--- src/rtl/ghpc_pkg.sv ---
// Shared helpers for the GHPC LUT gadget: table sizing, truth-table bit lookup, share-pair type.
package ghpc_pkg;

   localparam int unsigned LutMaxW  = 4096;
   localparam int unsigned LutIdxW  = $clog2(LutMaxW);

   typedef struct packed {
      logic s0;
      logic s1;
   } share_pair_t;

   function automatic int unsigned ghpc_ne(input int unsigned n_in);
      return 32'd1 << n_in;
   endfunction

   // Bit k of F evaluated at table entry e; the table is stored entry-major.
   function automatic logic lut_bit(input logic [LutMaxW-1:0] lut, input int unsigned e,
                                    input int unsigned k, input int unsigned n_out);
      return lut[LutIdxW'(e * n_out + k)];
   endfunction

endpackage

--- src/rtl/ghpc_sel_cell.sv ---
// One table entry of the GHPC stage 2: one-hot compare against x_s1_eff, AND gating, register.
module ghpc_sel_cell
   import ghpc_pkg::*;
#(
   parameter int unsigned N_IN  = 2,
   parameter int unsigned N_OUT = 1,
   parameter int unsigned E     = 0
) (
   input  logic             clk,
   input  logic             rst_n,
   input  logic             en,
   input  logic [N_IN-1:0]  x_s1_eff,
   input  logic [N_OUT-1:0] s1_row,
   output logic [N_OUT-1:0] s2
);

   logic sel;

   assign sel = (x_s1_eff == N_IN'(E));

   always_ff @(posedge clk or negedge rst_n) begin
      if (!rst_n) begin
         s2 <= '0;
      end else if (en) begin
         s2 <= {N_OUT{sel}} & s1_row;
      end
   end

endmodule

--- src/rtl/ghpc_lut_gadget.sv ---
// First-order GHPC gadget for an arbitrary N_IN->N_OUT truth table, latency 2, throughput 1.
// GHPC_OPT_REGS_EN registers x_s1 and r internally so both output shares align with out_valid.
module ghpc_lut_gadget
   import ghpc_pkg::*;
#(
   parameter int unsigned                     N_IN  = 2,
   parameter int unsigned                     N_OUT = 1,
   parameter logic [(2**N_IN)*N_OUT-1:0]      LUT   = 4'b1000
) (
   input  logic             clk,
   input  logic             rst_n,
   input  logic             in_valid,
   input  logic [N_IN-1:0]  x_s0,
   input  logic [N_IN-1:0]  x_s1,
   input  logic [N_OUT-1:0] r,
   output logic             out_valid,
   output logic [N_OUT-1:0] y_s0,
   output logic [N_OUT-1:0] y_s1
);

   localparam int unsigned          NE     = ghpc_ne(N_IN);
   localparam logic [LutMaxW-1:0]   LutExt = LutMaxW'(LUT);

   logic [NE-1:0][N_OUT-1:0] s1_d;
   logic [NE-1:0][N_OUT-1:0] s1_q;
   logic [NE-1:0][N_OUT-1:0] s2;
   logic [N_IN-1:0]          x_s1_eff;
   logic                     v1_q;
   logic                     out_valid_q;

   // Stage 1: the table re-indexed by share 0 and masked with r; only constants meet x_s0 here.
   for (genvar e = 0; e < NE; e++) begin : g_s1
      for (genvar k = 0; k < N_OUT; k++) begin : g_bit
         assign s1_d[e][k] = lut_bit(LutExt, 32'(N_IN'(e) ^ x_s0), k, N_OUT) ^ r[k];
      end
   end

   always_ff @(posedge clk or negedge rst_n) begin
      if (!rst_n) begin
         s1_q <= '0;
      end else if (in_valid) begin
         s1_q <= s1_d;
      end
   end

   always_ff @(posedge clk or negedge rst_n) begin
      if (!rst_n) begin
         v1_q        <= 1'b0;
         out_valid_q <= 1'b0;
      end else begin
         v1_q        <= in_valid;
         out_valid_q <= v1_q;
      end
   end

`ifdef GHPC_OPT_REGS_EN
   logic [N_IN-1:0]  x_s1_q;
   logic [N_OUT-1:0] r1_q;
   logic [N_OUT-1:0] r2_q;

   always_ff @(posedge clk or negedge rst_n) begin
      if (!rst_n) begin
         x_s1_q <= '0;
         r1_q   <= '0;
         r2_q   <= '0;
      end else begin
         if (in_valid) begin
            x_s1_q <= x_s1;
            r1_q   <= r;
         end
         if (v1_q) begin
            r2_q <= r1_q;
         end
      end
   end

   assign x_s1_eff = x_s1_q;
   assign y_s0     = r2_q;
`else
   // Caller presents x_s1 one cycle late and aligns share 0 itself.
   assign x_s1_eff = x_s1;
   assign y_s0     = r;
`endif

   for (genvar e = 0; e < NE; e++) begin : g_cell
      ghpc_sel_cell #(
         .N_IN  (N_IN),
         .N_OUT (N_OUT),
         .E     (e)
      ) u_cell (
         .clk      (clk),
         .rst_n    (rst_n),
         .en       (v1_q),
         .x_s1_eff (x_s1_eff),
         .s1_row   (s1_q[e]),
         .s2       (s2[e])
      );
   end

   always_comb begin
      y_s1 = '0;
      for (int e = 0; e < NE; e++) begin
         y_s1 = y_s1 ^ s2[e];
      end
   end

   assign out_valid = out_valid_q;

endmodule
--- config.mk ---
export PLATFORM = sky130hd
export DESIGN_NAME = ghpc_lut_gadget
export DESIGN_NICKNAME = d
export VERILOG_FILES = /design/src/rtl/ghpc_pkg.sv /design/src/rtl/ghpc_sel_cell.sv /design/src/rtl/ghpc_lut_gadget.sv
export SDC_FILE = /design/constraint.sdc
export NUM_CORES = 1
export LEC_CHECK = 0
export BUFFER_PORTS_ARGS = -buffer_cell sky130_fd_sc_hd__buf_2
export CAP_MARGIN = 20
export CORE_AREA = 10 10 47 49
export DETAILED_ROUTE_END_ITERATION = 8
export DIE_AREA = 0 0 57 59
export GPL_TIMING_DRIVEN = 0
export PLACE_DENSITY_LB_ADDON = 0.1
export SLEW_MARGIN = 10
export SYNTH_ARGS = -nofsm -noshare
export SYNTH_HDL_FRONTEND = slang
export SYNTH_SLANG_ARGS = --single-unit
--- constraint.sdc ---
create_clock -name clk -period 0.9 [get_ports clk]
set_input_delay 0.045 -clock clk [delete_from_list [all_inputs] [get_ports clk]]
set_output_delay 0.045 -clock clk [all_outputs]
set_load 0.01 [all_outputs]
* Word level (Yosys, flattened, before mapping) *
Cells that the tools add are included.
Widths: inputs -> output; s select.

word-level totals
  register bits = 10
  bits in latches = 0
  bits in writable memories = 0
  bits in read-only memories = 0
  input bits = 8
  output and inout bits = 3
  memories kept = 0

cells by class
  add/subtract/negate cells = 0
  multiply operators = 0
  div/mod/pow operators = 0
  order comparisons = 4
  equal/unequal tests = 3
  shifts and indexed selects = 0
  multiplexer cells = 8
  bitwise logic cells = 14
  reductions and logical operators = 1

operators by type and width
  cell                 count
  $lt 2x13->1 const B  4
  $bmux 1 s2           4
  $xor 1x1->1          7
  $and 1x1->1          4
  $eq 2x2->1 const B   2
  $mux 1               4
  $eq 2x1->1 const B   1
  $logic_not 2->1      1
  $not 1->1            2
  $not 2->2            1

* Logic depth before layout (Yosys ltp) *
Gate-level depths: netlist (run 1).

  depth in word-level cells = 4
  gate-level depth with buffers = 3

* Hierarchy *
A second synthesis (run 1) with hierarchy kept.

unflattened totals
  cells, all modules = 44
  area, all modules = 471.7 µm²

modules (own cells, without submodules)
  module                                instances  cells an instance  area an instance (µm²)  seq. area each (µm²)
  ghpc_lut_gadget                       1          28                 305.3                   150.1
  ghpc_sel_cell (g_cell[1].u_cell ...)  2          4                  42.5                    25.0
  ghpc_sel_cell (g_cell[0].u_cell)      1          4                  41.3                    25.0
  ghpc_sel_cell (g_cell[3].u_cell)      1          4                  40.0                    25.0

* Least setup slack after synthesis (run 1) *
Ideal clock, no wire load.

  path kind = register to output
  start = register g_cell[2].u_cell.s2
  end = output port y_s1
  arrival time = 0.780 ns
  required time = 0.855 ns
  setup slack = 0.075 ns
  stages on the path, launching flop included = 3
  path through = dfrtp_1 xor2_1 xnor2_1

between the ends
  longest elaborated chain between the ends = 2

RTL lines
  what                       line                    RTL
  from (decl)                ghpc_sel_cell.sv:14     output logic [N_OUT-1:0] s2
  from (signal assigned)     ghpc_sel_cell.sv:25     s2 <= {N_OUT{sel}} & s1_row;
  $xor 1x1->1 (2 in series)  ghpc_lut_gadget.sv:103  y_s1 = y_s1 ^ s2[e];
  to (decl)                  ghpc_lut_gadget.sv:18   output logic [N_OUT-1:0] y_s1

No other way between the ends.

* Worst setup path after layout (run 1) *
  start = register g_cell[3].u_cell.s2
  end = output port y_s1

between the ends
  longest elaborated chain between the ends = 1

RTL lines
  what                    line
  from (decl)             ghpc_sel_cell.sv:14
  from (signal assigned)  ghpc_sel_cell.sv:25
  $xor 1x1->1             ghpc_lut_gadget.sv:103

No other way between the ends.

==> flow_metrics.tcl, run 1 <==
set metrics [dict create \
    fill_cells 149 \
    holdCritStartpoint "x_s1[0]" \
    setup_viol 1 \
    relSlewSlack 0.855 \
    synth.distinct_cells 19 \
    vias 353 \
    worst_slack_ns -0.244 \
    synth_top_cell_by_area "dfrtp_1" \
    detail-route-antenna-nets 0 \
    start_kind "flip-flop" \
    routed_via_density 4.64 \
    drt_wl_total_um 915 \
    n_antenna_cell 0 \
    layout_commonest_cell "buf_2" \
    fmax_mhz 874 \
    cts_buffers 3 \
    first_pass_iters 4 \
    ioPinCount 11 \
    place_hpwl_um 687 \
    cp-startpoint "g_cell[3].u_cell.s2$_DFFE_PN0P_" \
    slew_violations 0 \
    cts_tree "done" \
    rsz0062_at_grt "yes" \
    finalCritPeriodShare 1.27 \
    drt_iter0_markers 1 \
    coreArea_um2 1400 \
    start_util 0.335 \
    die_height_um 59 \
    fin_crit_ns 1.14 \
    violations "setup timing" \
    holdWs_ns 0.0319 \
    powerDensity_nw_per_um2 1590 \
    cts.sinks 10 \
    synth_seq_area_share 0.533 \
    grt-busiest-layer "met2" \
    synthTopCellsByArea "dfrtp_1 53%, inv_1 5.6%, nand4b_1 5.6%" \
    gp_congestion 0.672 \
    cts_max_path_buffers 2 \
    num-nets-final 70 \
    wire_per_inst_um 12.0 \
    hp-class "in -> reg" \
    die_area_um2 3360 \
    port_buffers 10 \
    avgSynthCellArea_um2 10.7 \
    clock_latency_ns 0.25 \
    r2r-start "v1_q$_DFF_PN0_" \
    required_ns 0.85 \
    arrival_ns 1.10 \
    worstSetupEndpointType "output pin" \
    die_w_um 57 \
    met1_usage 0.0588 \
    worstPathMaxFanout 2 \
    cp_cell_sequence "xnor2_2 -> xnor2_1 -> buf_2" \
    synth_top_cell_area_share 0.533 \
    final_hold_viol_count 0 \
    ys_ff_latch 10 \
    clockRootBuffer "clkbuf_4" \
    grt_use_met2 0.0961 \
    path_class "reg -> out" \
    antenna_found_initial 0 \
    grt_pass1_vias 414 \
    synth_cells 44 \
    cap_violations 0 \
    grt.overflow.total 0 \
    grt_use_total 0.0620 \
    drive_gt1_frac 0.300 \
    vdd_drop_max_mv 0.563 \
    ys.warnings.count 0 \
    grt_max_degree 11 \
    cts.htree.levels 1 \
    worst_pin_slew_ns 0.217 \
    drc_errors 0 \
    final.setup.tns_ns -0.244 \
    syn_to_final_growth_pct 27.5 \
    fin_skew_ns 0.00247 \
    status "finished with violations" \
    grtUsageMet3 0.0365 \
    clk_pin_slew_worst_paths_ns 0.06 \
    slowest_delay_ns 0.41 \
    grt_pass1_wl_um 1640 \
    power_leakage_nw 0.272 \
    syn-num-nets 52 \
    crit_slowest_cell "dfrtp_1" \
    syn-cell-area_um2 469 \
    mostFrequentLayoutCells "11 x buf_2, 9 x dfrtp_1, 7 x inv_1" \
    placementRows 14 \
]
-- repair_timing --
item	4_1_cts	5_1_grt
setup buffers	0	1
resized for setup	0	2
pin swaps	0	1
hold buffers	2	0
endpoints found under the setup margin	1	2
endpoints found under the hold margin	11	0
-- cell usage after synthesis --
| library cell | instances |
|---|---|
| or3_1 | 1 |
| dfrtp_1 | 10 |
| nand4b_1 | 3 |
| xor2_1 | 1 |
| nor2_1 | 1 |
| buf_4 | 1 |
| o221ai_1 | 3 |
| and2b_1 | 1 |
| and2_1 | 1 |
| o21ai_0 | 4 |
| inv_1 | 7 |
| nand4_1 | 1 |
| o32ai_1 | 1 |
| xnor2_1 | 2 |
| a31oi_1 | 1 |
| nand4bb_1 | 2 |
| buf_2 | 1 |
| nand2_1 | 2 |
| nor2b_1 | 1 |
-- worst max-delay path, delay by kind of cell, from the launching register on --
| kind | cells | cell delay [ns] |
|---|---|---|
| flip-flops | 1 | 0.41 |
| XOR/XNOR | 2 | 0.29 |
| buffers and inverters | 1 | 0.14 |
-- stage by stage --
| stage | cell area [um^2] | power, mW | worst slack [ns] | instances | utilization |
|---|---|---|---|---|---|
| after CTS | 582 | 0.965 | -0.263 | 75 | 0.415 |
| after global placement | 539 | 0.663 | 0.0183 | 70 | 0.385 |
| after global routing | 598 | 1.02 | -0.318 | 76 | 0.427 |
| final | 598 | 0.953 | -0.244 | 76 | 0.427 |
| after floorplan | 469 | 0.598 | 0.0753 | 44 | - |
| after detailed placement | 539 | 0.664 | 0.0232 | 70 | 0.385 |
-- cell type report --
cell class                      count  area, um^2  area share
Buffer                              2        12.5      0.0209
Sequential cell                    10         251       0.421
Clock buffer                        3        22.5      0.0377
Tap cell                           16        20.0      0.0335
Timing Repair Buffer               13        77.6       0.130
Inverter                            7        26.3      0.0439
Multi-Input combinational cell     25         188       0.314
-- power breakdown --
group / internal [mW] / switching [mW] / leakage [nW] / total (mW)
Combinational: 0.0829 / 0.0739 / 0.134 / 0.157
Clock: 0.153 / 0.130 / 0.0138 / 0.283
Sequential: 0.487 / 0.0262 / 0.124 / 0.513
Total: 0.723 / 0.230 / 0.272 / 0.953
-- path summary, 6_finish.rpt --
| check | to | slack [ns] | depth (start not counted) |
|---|---|---|---|
| setup / recovery | y_s1 | -0.24 | 3 |
| hold / removal | g_cell[0].u_cell.s2$_DFFE_PN0P_ | 0.03 | 2 |
| setup reg to reg | g_cell[0].u_cell.s2$_DFFE_PN0P_ | 0.10 | 2 |
| hold reg to reg | out_valid$_DFF_PN0_ | 0.48 | 0 |
| max in group asynchronous | v1_q$_DFF_PN0_ | 0.52 | 2 |
| min in group asynchronous | out_valid$_DFF_PN0_ | 0.17 | 2 |
-- routing by layer --
layer,vias to the layer above,part of all wire
met2,10,0.48
met3,2,0.10
met4,0,0.0098
met5,-,0
li1,190,-
met1,151,0.41
-- registers in the layout, indices dropped and copies added, names as in the netlist --
signal            flops
g_cell.u_cell.s2      4
s1_q                  4
out_valid             1
v1_q                  1
-- kinds of logic after synthesis --
kind of cell           synth area share
AND/OR/NAND/NOR                   0.197
flip-flops                        0.533
AO/OA/AOI/OAI                     0.131
buffers and inverters            0.0827
XOR/XNOR                         0.0560
(Power assumes the default switching activity.)
==> run 2: changes to the inputs <==
--- a/config.mk
+++ b/config.mk
@@ -9,4 +9,5 @@
 export CAP_MARGIN = 20
 export CORE_AREA = 10 10 47 49
+export CTS_CLUSTER_SIZE = 16
 export DETAILED_ROUTE_END_ITERATION = 8
 export DIE_AREA = 0 0 57 59
==> constraint.sdc (replaced) <==
create_clock -name clk -period 0.9 [get_ports clk]
set_input_delay 0 -clock clk [delete_from_list [all_inputs] [get_ports clk]]
set_output_delay 0 -clock clk [all_outputs]
set_load 0.01 [all_outputs]
==> flow_metrics.tcl, run 2 (same netlist as run 1, synthesis figures left out) <==
set metrics [dict create \
    n_antenna_cell 0 \
    worstPathMaxFanout 2 \
    die_area_um2 3360 \
    drc_errors 0 \
    holdCritStartpoint "r" \
    die_height_um 59 \
    ff2ff_setup_slack_ns 0.10 \
    port_buffers 10 \
    cts_max_path_buffers 2 \
    arrival_ns 1.09 \
    worst_slack_ns -0.191 \
    setup_viol 1 \
    top_regs "g_cell.u_cell.s2 (4), s1_q (4)" \
    vdd_drop_max_mv 0.570 \
    drt_wl_total_um 922 \
    violations "setup timing" \
    r2r-end "g_cell[0].u_cell.s2$_DFFE_PN0P_" \
    detail-route-antenna-nets 0 \
    routed_via_density 4.67 \
    worstSetupEndpointType "output pin" \
    finalInstanceArea_um2 618 \
    reg2reg_depth 2 \
    worst_pin_slew_ns 0.218 \
    placementRows 14 \
    required_ns 0.90 \
    grt.overflow.total 0 \
    fin_crit_ns 1.09 \
    fill_cells 146 \
    final_hold_viol_count 0 \
    path_class "reg -> out" \
    wire_per_inst_um 11.8 \
    layout_commonest_cell "buf_2" \
    mostFrequentLayoutCells "11 x buf_2, 9 x dfrtp_1, 7 x inv_1" \
    fin_skew_ns 0.00265 \
    fmax_mhz 917 \
    antenna_found_initial 0 \
    hp-class "in -> reg" \
    cts_tree "done" \
    gp_congestion 0.672 \
    grt_use_total 0.0638 \
    syn_to_final_growth_pct 31.7 \
    grt_pass1_vias 423 \
    final_util 0.441 \
    ioPinCount 11 \
    relSlewSlack 0.854 \
    stdcell_count 78 \
    power_leakage_nw 0.281 \
    status "finished with violations" \
    clk_pin_slew_worst_paths_ns 0.06 \
    num-nets-final 72 \
    finalCritPeriodShare 1.21 \
    powerDensity_nw_per_um2 1550 \
    min_to "s1_q[3]$_DFFE_PN0P_" \
    slew_violations 0 \
    drive_gt1_frac 0.290 \
    drt_iter0_markers 1 \
    clock_latency_ns 0.25 \
    grt_pass1_wl_um 1690 \
    cts_buffers 3 \
    rsz0062_at_grt "yes" \
    holdWs_ns 0.0670 \
    vias 364 \
    first_pass_iters 4 \
    clockRootBuffer "clkbuf_4" \
    start_util 0.335 \
    grt_max_degree 11 \
    coreArea_um2 1400 \
    cap_violations 0 \
    r2r-start "v1_q$_DFF_PN0_" \
    dp_cells 70 \
    place_hpwl_um 687 \
    start_kind "flip-flop" \
    hold_depth 3 \
    cts.sinks 10 \
    dpl_cell_area_um2 539 \
    die_w_um 57 \
    cts.htree.levels 1 \
]
==> run 2: changes by cell type in the layout (fill, tap and decap cells not counted), sizes merged <==
cell / delta
dlygate4sd3: +2
==> run 2: how the worst max path moves through the flow <==
stage,endpoint,slack (ns),startpoint
2_1_floorplan,y_s1,0.12,g_cell[2].u_cell.s2$_DFFE_PN0P_
3_5_place_dp,g_cell[0].u_cell.s2$_DFFE_PN0P_,0.05,v1_q$_DFF_PN0_
3_3_place_gp,y_s1,0.06,g_cell[2].u_cell.s2$_DFFE_PN0P_
5_1_grt,y_s1,-0.26,g_cell[3].u_cell.s2$_DFFE_PN0P_
6_report,y_s1,-0.19,g_cell[1].u_cell.s2$_DFFE_PN0P_
4_1_cts,y_s1,-0.22,g_cell[2].u_cell.s2$_DFFE_PN0P_
==> run 2: per-stage QoR <==
stage	worst slack [ns]	TNS, ns	total power [mW]
after floorplan	0.120	0	0.598
after global placement	0.0633	0	0.663
after detailed placement	0.0475	0	0.664
after CTS	-0.218	-0.218	0.971
after global routing	-0.263	-0.263	1.03
final	-0.191	-0.191	0.958
==> run 2: area by class of cell <==
type | instances | area [um^2] | area share
Tap cell | 16 | 20.0 | 0.0324
Clock buffer | 3 | 22.5 | 0.0364
Timing Repair Buffer | 15 | 97.6 | 0.158
Multi-Input combinational cell | 25 | 188 | 0.304
Inverter | 7 | 26.3 | 0.0425
Sequential cell | 10 | 251 | 0.407
Buffer | 2 | 12.5 | 0.0202
==> run 2: layer usage <==
| metal | up-vias | GRT usage | wire [um] |
|---|---|---|---|
| met3 | 2 | 0.0343 | 69 |
| li1 | 193 | - | - |
| met2 | 10 | 0.102 | 445 |
| met1 | 159 | 0.0600 | 398 |
| met4 | 0 | 0.0503 | 9 |
| met5 | - | 0 | 0 |
==> run 2: critical path, cell delays in order, from the launching register on <==
cell and delay (ns):
dfrtp_1 0.39, xor2_1 0.19, xnor2_1 0.13, buf_2 0.14
==> run 2: repair_timing <==
item,in CTS,in global routing
endpoints found under the setup margin,1,2
hold endpoints to repair,12,0
pin swaps,0,1
buffers inserted,0,1
hold buffers,4,0
gates resized for setup,0,2
==> run 2: power breakdown <==
group	switching (mW)	internal [mW]	leakage (nW)	total, mW
clock network	0.130	0.153	0.0138	0.283
logic	0.0749	0.0886	0.142	0.163
registers	0.0255	0.487	0.124	0.512
total	0.230	0.728	0.281	0.958
==> run 3: changes to the inputs <==
Settings changed: BUFFER_PORTS_ARGS -buffer_cell sky130_fd_sc_hd__buf_2 to not set, DONT_BUFFER_PORTS set to 1.
==> flow_metrics.tcl, run 3 (same netlist as run 1, synthesis figures left out) <==
set metrics [dict create \
    status "finished with violations" \
    violations "setup timing" \
    start_kind "flip-flop" \
    cts_setup_buffers 0 \
    final.setup.tns_ns -0.156 \
    num-nets-final 64 \
    reg2reg_depth 2 \
    path_buf_inv 0 \
    critical-path-top-delay-family "flip-flops" \
    worst_path_most_repeated_cell "xnor2_2" \
    p_seq_frac 0.483 \
    path_class "reg -> out" \
    gp_congestion 0.731 \
    grt_pass1_wl_um 1550 \
    final_util 0.442 \
    slowest_delay_ns 0.41 \
    cts.sinks 10 \
    relSlewSlack 0.711 \
    cap_violations 0 \
    worstPathMaxFanout 2 \
    place_hpwl_um 704 \
    crit_slowest_cell "dfrtp_1" \
    fmax_mhz 947 \
    arrival_ns 1.06 \
    drive_gt1_frac 0.164 \
    routed_via_density 4.96 \
    cts.htree.levels 1 \
    cp_cell_sequence "xnor2_2 -> xnor2_2" \
    hold_depth 2 \
    drt_wl_total_um 928 \
    final_hold_viol_count 0 \
    rsz0062_at_grt "yes" \
    cts_buffers 3 \
    required_ns 0.90 \
    drt_iter0_markers 5 \
    setup_viol 1 \
    power_leakage_nw 0.288 \
    die_height_um 59 \
    drc_errors 0 \
    wire_per_inst_um 13.1 \
    holdWs_ns 0.000204 \
    grt_pass1_vias 360 \
    dp_slack_ns 0.0591 \
    hp-class "in -> reg" \
    dp_cells 60 \
    first_pass_iters 2 \
    syn_to_final_growth_pct 32.0 \
    netSwitchingFraction 0.237 \
    antenna_found_initial 0 \
    grt.overflow.total 0 \
    worst_pin_slew_ns 0.432 \
    grt_max_degree 11 \
    grt_use_total 0.0590 \
    worstSetupEndpointType "output pin" \
    vdd_drop_max_mv 0.643 \
    p_int_mw 0.814 \
    fin_crit_ns 1.06 \
    detail-route-antenna-nets 0 \
    layout_commonest_cell "dfrtp_1" \
    n_antenna_cell 0 \
    start_util 0.335 \
    coreArea_um2 1400 \
    ioPinCount 11 \
    p_switching_mw 0.252 \
    clockRootBuffer "clkbuf_4" \
    top_regs "g_cell.u_cell.s2 (4), s1_q (4)" \
    mostFrequentLayoutCells "9 x dfrtp_1, 7 x inv_1, 4 x o21ai_0, 4 x dlygate4sd3_1" \
    clkPwrFrac 0.373 \
    placementRows 14 \
    finalCritPeriodShare 1.17 \
    vias 352 \
    die_w_um 57 \
    clock_latency_ns 0.26 \
    crit_cells 2 \
    port_buffers 0 \
    worst_slack_ns -0.156 \
    stdcell_count 71 \
    fin_skew_ns 0.00408 \
    slew_violations 0 \
    die_area_um2 3360 \
    powerDensity_nw_per_um2 1720 \
    cts_max_path_buffers 2 \
    power_frac_comb 0.144 \
    clk_pin_slew_worst_paths_ns 0.07 \
    cts_tree "done" \
]
-- run 3: power by group through the flow --
| stage | clock network (mW) | logic [mW] | registers (mW) |
|---|---|---|---|
| after detailed placement | 0 | 0.0974 | 0.521 |
| after CTS | 0.412 | 0.155 | 0.515 |
| after floorplan | 0 | 0.0844 | 0.514 |
| after global routing | 0.423 | 0.174 | 0.519 |
| after global placement | 0 | 0.0947 | 0.519 |
| final | 0.398 | 0.154 | 0.515 |
-- run 3: worst paths after layout --
kind | from | endpoint | slack (ns)
min in group asynchronous | rst_n | g_cell[0].u_cell.s2$_DFFE_PN0P_ | 0.11
worst max-delay path | g_cell[3].u_cell.s2$_DFFE_PN0P_ | y_s1 | -0.16
max in group asynchronous | rst_n | v1_q$_DFF_PN0_ | 0.47
worst min-delay path | x_s0[1] | s1_q[1]$_DFFE_PN0P_ | 0.0002
worst max register to register | v1_q$_DFF_PN0_ | g_cell[0].u_cell.s2$_DFFE_PN0P_ | 0.10
worst min register to register | v1_q$_DFF_PN0_ | out_valid$_DFF_PN0_ | 0.48
-- run 3: layout make-up --
cell class / instances / area (um^2)
buffer: 2 / 12.5
fill: 146 / 782
multi-input combinational: 25 / 195
clock buffer: 4 / 36.3
inverter: 7 / 26.3
sequential: 10 / 251
timing repair buffer: 7 / 77.6
tap: 16 / 20.0
-- run 3: what timing repair did --
action	4_1_cts	5_1_grt
hold endpoints to repair	19	0
hold buffers	7	0
endpoints found under the setup margin	1	3
resized for setup	2	4
pin swaps	2	2
-- run 3: routing by layer --
layer / vias up / global-route usage / routed length [um]
met2: 12 / 0.0915 / 437
li1: 177 / - / -
met1: 163 / 0.0526 / 392
met4: 0 / 0.0403 / 0
met5: - / 0 / 0
met3: 0 / 0.0451 / 98
-- run 3: per-stage QoR --
stage,total power [mW],cell area [um^2]
2_1_floorplan,0.598,469
3_3_place_gp,0.614,489
3_5_place_dp,0.619,489
4_1_cts,1.08,611
5_1_grt,1.12,619
6_report,1.07,619
